**src/rtl/st_mux_pkg.sv**
```systemverilog
// Shared types and the rotate-priority search used by the st_rr_mux arbiter.
package st_mux_pkg;

  localparam int unsigned MAX_IN  = 16;
  localparam int unsigned MAX_CHW = 4;

  typedef enum logic [0:0] {
    IDLE   = 1'b0,
    LOCKED = 1'b1
  } state_e;

  typedef struct packed {
    logic               found;
    logic [MAX_CHW-1:0] idx;
  } pick_t;

  // First set bit of req searching ptr, ptr+1, ... modulo n.
  function automatic pick_t rr_pick(input logic [MAX_IN-1:0]  req,
                                    input logic [MAX_CHW-1:0] ptr,
                                    input int unsigned        n);
    pick_t       p;
    int unsigned c;
    p = '0;
    for (int unsigned k = 0; k < MAX_IN; k++) begin
      c = 32'(ptr) + k;
      if (c >= n) c = c - n;
      if ((k < n) && !p.found && req[c[MAX_CHW-1:0]]) begin
        p.found = 1'b1;
        p.idx   = MAX_CHW'(c);
      end
    end
    return p;
  endfunction

endpackage

```
**src/rtl/st_rr_arbiter.sv**
```systemverilog
// Combinational round-robin picker: lowest requesting channel at or after rr_ptr.
module st_rr_arbiter
  import st_mux_pkg::*;
#(
  parameter int unsigned NUM_IN  = 4,
  parameter int unsigned CHWIDTH = $clog2(NUM_IN)
) (
  input  logic [NUM_IN-1:0]  req,
  input  logic [CHWIDTH-1:0] rr_ptr,
  output logic [CHWIDTH-1:0] sel,
  output logic               any_req
);

  pick_t pick;

  always_comb begin
    pick    = rr_pick(MAX_IN'(req), MAX_CHW'(rr_ptr), NUM_IN);
    any_req = pick.found;
    sel     = '0;
    for (int unsigned i = 0; i < NUM_IN; i++) begin
      if (pick.idx == MAX_CHW'(i)) sel = CHWIDTH'(i);
    end
  end

endmodule

```
**src/rtl/st_rr_mux.sv**
```systemverilog
// N-input streaming mux with round-robin arbitration and a registered output slot.
// Define ST_RR_MUX_PKT_LOCK_EN to hold the grant for a whole packet; otherwise arbitration is per beat.
module st_rr_mux
  import st_mux_pkg::*;
#(
  parameter int unsigned DWIDTH  = 8,
  parameter int unsigned NUM_IN  = 4,
  parameter int unsigned CHWIDTH = $clog2(NUM_IN)
) (
  input  logic                     clk,
  input  logic                     reset_n,
  input  logic [NUM_IN-1:0]        in_valid,
  output logic [NUM_IN-1:0]        in_ready,
  input  logic [NUM_IN*DWIDTH-1:0] in_data,
  input  logic [NUM_IN-1:0]        in_eop,
  output logic                     out_valid,
  input  logic                     out_ready,
  output logic [DWIDTH-1:0]        out_data,
  output logic                     out_eop,
  output logic [CHWIDTH-1:0]       out_channel
);

  state_e               state_q, state_d;
  logic [CHWIDTH-1:0]   rr_ptr_q, rr_ptr_d;
  logic [CHWIDTH-1:0]   grant_q, grant_d;
  logic                 out_valid_q, out_valid_d;
  logic [DWIDTH-1:0]    out_data_q, out_data_d;
  logic                 out_eop_q, out_eop_d;
  logic [CHWIDTH-1:0]   out_channel_q, out_channel_d;

  logic [CHWIDTH-1:0]   arb_sel, sel;
  logic                 arb_any, have, slot_free, xfer;
  logic                 sel_valid, sel_eop;
  logic [DWIDTH-1:0]    sel_data;
  logic [NUM_IN-1:0]    rdy_c;

  function automatic logic [CHWIDTH-1:0] next_ch(input logic [CHWIDTH-1:0] c);
    return (c == CHWIDTH'(NUM_IN - 1)) ? '0 : c + CHWIDTH'(1);
  endfunction

  st_rr_arbiter #(
    .NUM_IN  (NUM_IN),
    .CHWIDTH (CHWIDTH)
  ) u_arb (
    .req     (in_valid),
    .rr_ptr  (rr_ptr_q),
    .sel     (arb_sel),
    .any_req (arb_any)
  );

  // Channel selection and the per-channel accept strobes.
  always_comb begin
    slot_free = !out_valid_q || out_ready;
    sel       = (state_q == LOCKED) ? grant_q : arb_sel;
    have      = (state_q == LOCKED) || arb_any;
    sel_valid = 1'b0;
    sel_eop   = 1'b0;
    sel_data  = '0;
    for (int unsigned i = 0; i < NUM_IN; i++) begin
      if (sel == CHWIDTH'(i)) begin
        sel_valid = in_valid[i];
        sel_eop   = in_eop[i];
        sel_data  = in_data[i*DWIDTH +: DWIDTH];
      end
    end
    // Reset gating keeps in_ready low while reset_n is asserted.
    for (int unsigned i = 0; i < NUM_IN; i++) begin
      rdy_c[i] = reset_n && slot_free && have && (sel == CHWIDTH'(i));
    end
    xfer = have && slot_free && sel_valid;
  end

  // Next-state, pointer and output-slot logic.
  always_comb begin
    state_d       = state_q;
    rr_ptr_d      = rr_ptr_q;
    grant_d       = grant_q;
    out_valid_d   = out_valid_q;
    out_data_d    = out_data_q;
    out_eop_d     = out_eop_q;
    out_channel_d = out_channel_q;

    if (xfer) begin
      out_valid_d   = 1'b1;
      out_data_d    = sel_data;
      out_eop_d     = sel_eop;
      out_channel_d = sel;
    end else if (out_ready) begin
      out_valid_d = 1'b0;
    end

    case (state_q)
      IDLE: begin
        if (xfer) begin
`ifdef ST_RR_MUX_PKT_LOCK_EN
          if (sel_eop) begin
            rr_ptr_d = next_ch(sel);
          end else begin
            grant_d = sel;
            state_d = LOCKED;
          end
`else
          rr_ptr_d = next_ch(sel);
`endif
        end
      end
      LOCKED: begin
        if (xfer && sel_eop) begin
          rr_ptr_d = next_ch(grant_q);
          state_d  = IDLE;
        end
      end
      default: state_d = IDLE;
    endcase
  end

  always_ff @(posedge clk or negedge reset_n) begin
    if (!reset_n) begin
      state_q       <= IDLE;
      rr_ptr_q      <= '0;
      grant_q       <= '0;
      out_valid_q   <= 1'b0;
      out_data_q    <= '0;
      out_eop_q     <= 1'b0;
      out_channel_q <= '0;
    end else begin
      state_q       <= state_d;
      rr_ptr_q      <= rr_ptr_d;
      grant_q       <= grant_d;
      out_valid_q   <= out_valid_d;
      out_data_q    <= out_data_d;
      out_eop_q     <= out_eop_d;
      out_channel_q <= out_channel_d;
    end
  end

  assign in_ready    = rdy_c;
  assign out_valid   = out_valid_q;
  assign out_data    = out_data_q;
  assign out_eop     = out_eop_q;
  assign out_channel = out_channel_q;

endmodule
```
**config.mk**
```make
export PLATFORM = sky130hd
export DESIGN_NAME = st_rr_mux
export DESIGN_NICKNAME = d
export VERILOG_FILES = /design/src/rtl/st_mux_pkg.sv /design/src/rtl/st_rr_arbiter.sv /design/src/rtl/st_rr_mux.sv
export SDC_FILE = /design/constraint.sdc
export NUM_CORES = 1
export LEC_CHECK = 0
export CAP_MARGIN = 20
export CORE_MARGIN = 4
export CORE_UTILIZATION = 37
export DETAILED_ROUTE_END_ITERATION = 16
export PLACE_DENSITY_LB_ADDON = 0.12
export SLEW_MARGIN = 20
export SYNTH_ARGS = -nofsm -noshare
export SYNTH_HDL_FRONTEND = slang
export SYNTH_SLANG_ARGS = --single-unit
```
**constraint.sdc**
```tcl
create_clock -name clk -period 3.7 [get_ports clk]
set_input_delay 0.74 -clock clk [delete_from_list [all_inputs] [get_ports clk]]
set_output_delay 0.74 -clock clk [all_outputs]
set_load 0.02 [all_outputs]
```
==> out/metrics.csv <==
stage,metric,value,unit
timing,fin_tns_setup,0,ns
place,placed_cell_area,2110,µm²
synthesis,yosysTopAreaCell,dfrtp_1,
global_route,track_usage,18.1,%
clock_tree,cts-root-buf,clkbuf_4,
critical_path,start_kind,input pin,
clock_tree,ctsHoldBuffers,0,
global_route,antenna_found_initial,0,
detailed_routing,drt_wl_total,4.12,mm
timing,drv_slew,0,
critical_path,path_buf_inv,3,
place,hpwl,3.25,mm
floorplan,ios,59,
power_and_ir_drop,power_density,1120,nW/µm²
timing,final.period_utilization,95.6,%
floorplan,coreArea,3360,µm²
synthesis,yosysUniqueCellTypes,38,
global_route,grt_pass1_wl,6.37,mm
run_status,status,"complete, no violations",
power_and_ir_drop,vdd_drop_max,566,µV
power_and_ir_drop,p_leak,0.970,nW
place,dp_cells,252,
timing,fin_skew,0.00117,ns
timing,clock.fmax,283,MHz
critical_path,crit_type,input pin to primary output,
detailed_routing,vias,1337,
layout,final_common_cell,clkdlybuf4s50_1,
critical_path,crit_family,simple AND/OR/NAND/NOR gates,
floorplan,die_h,67.4,µm
synthesis,synth_seq_cells,15,
clock_tree,cts.path.max_buffers,2,
critical_path,crit_path_top_delay_cell,mux4_2,
layout,final_cell_mix,"clkdlybuf4s50_1, buf_4, dfrtp_1",
synthesis,netlist_area,1310,µm²
floorplan,chipWidth,67.4,µm
layout,drive_above_1_share,31.2,%
layout,area_growth,69.8,%
synthesis,synth_cells,131,
layout,fin_util,65.9,%
global_route,first_global_vias,1381,
synthesis,syn_nets,181,
detailed_routing,ant_nets,0,
timing,relSlewSlack,68.8,%
clock_tree,cts_tree,done,
run,maxCapViolations,0,
timing,period_minus_slack,3.54,ns
global_route,overflow,0,
critical_path,critPathMaxFanout,5,
timing,setup_viol,0,
global_route,grt_max_degree,21,
detailed_routing,viasPerCell,5.12,
synthesis,syn_area_per_cell,9.96,µm²
synthesis,yosys-top-cells-area,"dfrtp_1, mux2_4, ha_1, nor2b_1, a221oi_1",
layout,n_antenna_cell,0,
layout,finalInstanceArea,2220,µm²
critical_path,crit_chain,dlygate4sd2_1 -> mux4_2 -> or2_4 -> nor4_4 -> o21bai_2 -> inv_1 -> ha_1 -> and2_2 -> buf_2,
detailed_routing,drcViolationCount,0,
timing,finalHoldViolCount,0,
synthesis,yosysSeqAreaShare,28.8,%
layout,final_cells,261,
clock_tree,cts-buffers-inserted,3,
detailed_routing,wl_per_cell,15.8,µm
floorplan,rows,21,
power_and_ir_drop,finalPower,0.00248,W
place,portBuffers,58,
critical_path,end_kind,primary output,
floorplan,start_util,38.8,%
synthesis,yosysWarnings,0,
clock_tree,clk_latency,0.27,ns
critical_path,crit_required,2.96,ns
timing,worst_pin_slew,0.467,ns
timing,rsz0062_at_grt,no,
critical_path,cp.arrival,2.80,ns
critical_path,max_stage_delay,0.51,ns
clock_tree,clk_pin_slew_worst_paths,0.08,ns
layout,layout.nets,266,
worst_hold_path,hp-class,flop to flop,
synthesis,synth_top_area_share,28.8,%
clock_tree,htreeDepth,1,
clock_tree,clock_sinks,15,
detailed_routing,initialDrtViolationCount,106,
place,place.gp.congestion,0.917,
floorplan,die_area,4540,µm²
detailed_routing,first_pass_iters,4,
[layout make-up]
type                    count  area (µm²)
repair buffers             88         801
inverters                   7        26.3
multi-input cells         101         930
clock buffers               4        26.3
well taps                  46        57.6
fillers                   307        1150
flip-flops and latches     15         375
[cells by family after synthesis]
| kind of cell | count (synthesis) | share of synthesized area [%] |
|---|---|---|
| compound gates | 35 | 20.1 |
| fa+ha+maj | 7 | 6.71 |
| buf+inv | 15 | 5.47 |
| flops | 15 | 28.8 |
| mux | 20 | 21.0 |
| simple gates | 39 | 17.9 |
[metrics by stage]
stage               hold slack [ns]  setup WS [ns]
floorplan                     0.444        0.00598
finish                        0.512          0.161
detailed placement            0.498         -0.491
global placement              0.489         -0.432
global route                  0.535         0.0218
CTS                           0.517         0.0201
[worst paths after layout]
kind,start,to,slack [ns],cells after the start
min in group asynchronous,reset_n,rr_ptr_q[1]$_DFFE_PN0P_,0.83,2
min reg2reg,out_data[6]$_DFFE_PN0P_,out_data[6]$_DFFE_PN0P_,0.51,1
max reg2reg,rr_ptr_q[1]$_DFFE_PN0P_,out_data[1]$_DFFE_PN0P_,0.18,14
max in group asynchronous,reset_n,out_data[3]$_DFFE_PN0P_,2.70,2
min,out_data[6]$_DFFE_PN0P_,out_data[6]$_DFFE_PN0P_,0.51,1
max,in_valid[3],in_ready[3],0.16,9
[registers in the layout, indices dropped and copies added (netlist names)]
register and cells:
out_valid 1, out_channel 2, rr_ptr_q 2, out_eop 1
state_q 1, out_data 8
[metal layers]
layer | GRT usage (%) | up-vias | wire (µm) | share of wire [%]
li1 | - | 657 | - | -
met1 | 26.7 | 624 | 1950 | 47
met2 | 27.2 | 52 | 1820 | 44
met3 | 3.00 | 4 | 316 | 7.7
met4 | 4.81 | 0 | 23 | 0.56
met5 | 0 | - | 0 | 0
[cell usage after synthesis (all sizes together)]
cell     count
nor2b       12
nor4         2
nand3b       1
clkbuf       6
o31a         1
and2         4
a21boi       1
a21o         1
o22ai        2
or2          2
nand2       11
a211oi       1
nand4b       1
a31o         1
nor3b        1
nor3         1
a2111oi      1
ha           7
a221oi       8
buf          2
dfrtp       15
o31ai        7
mux4         3
o21ai        3
a22oi        1
mux2i        6
nor2         3
o2bb2ai      1
inv          7
a41o         1
nand3        1
a21oi        4
a21bo        1
o21bai       1
mux2        11
[power breakdown]
part | internal, W | total, W | leakage, nW | switching [W]
Sequential | 0.000251 | 0.000292 | 0.186 | 0.0000405
Clock | 0.0000418 | 0.0000880 | 0.0150 | 0.0000462
Combinational | 0.00112 | 0.00210 | 0.769 | 0.000983
Total | 0.00141 | 0.00248 | 0.970 | 0.00107
[repair_timing]
action,in CTS,in global routing
setup endpoints to repair,16,18
pin swaps,4,5
setup buffers,5,0
resized for setup,28,5
No activity file was read; power rests on OpenSTA's default activity.
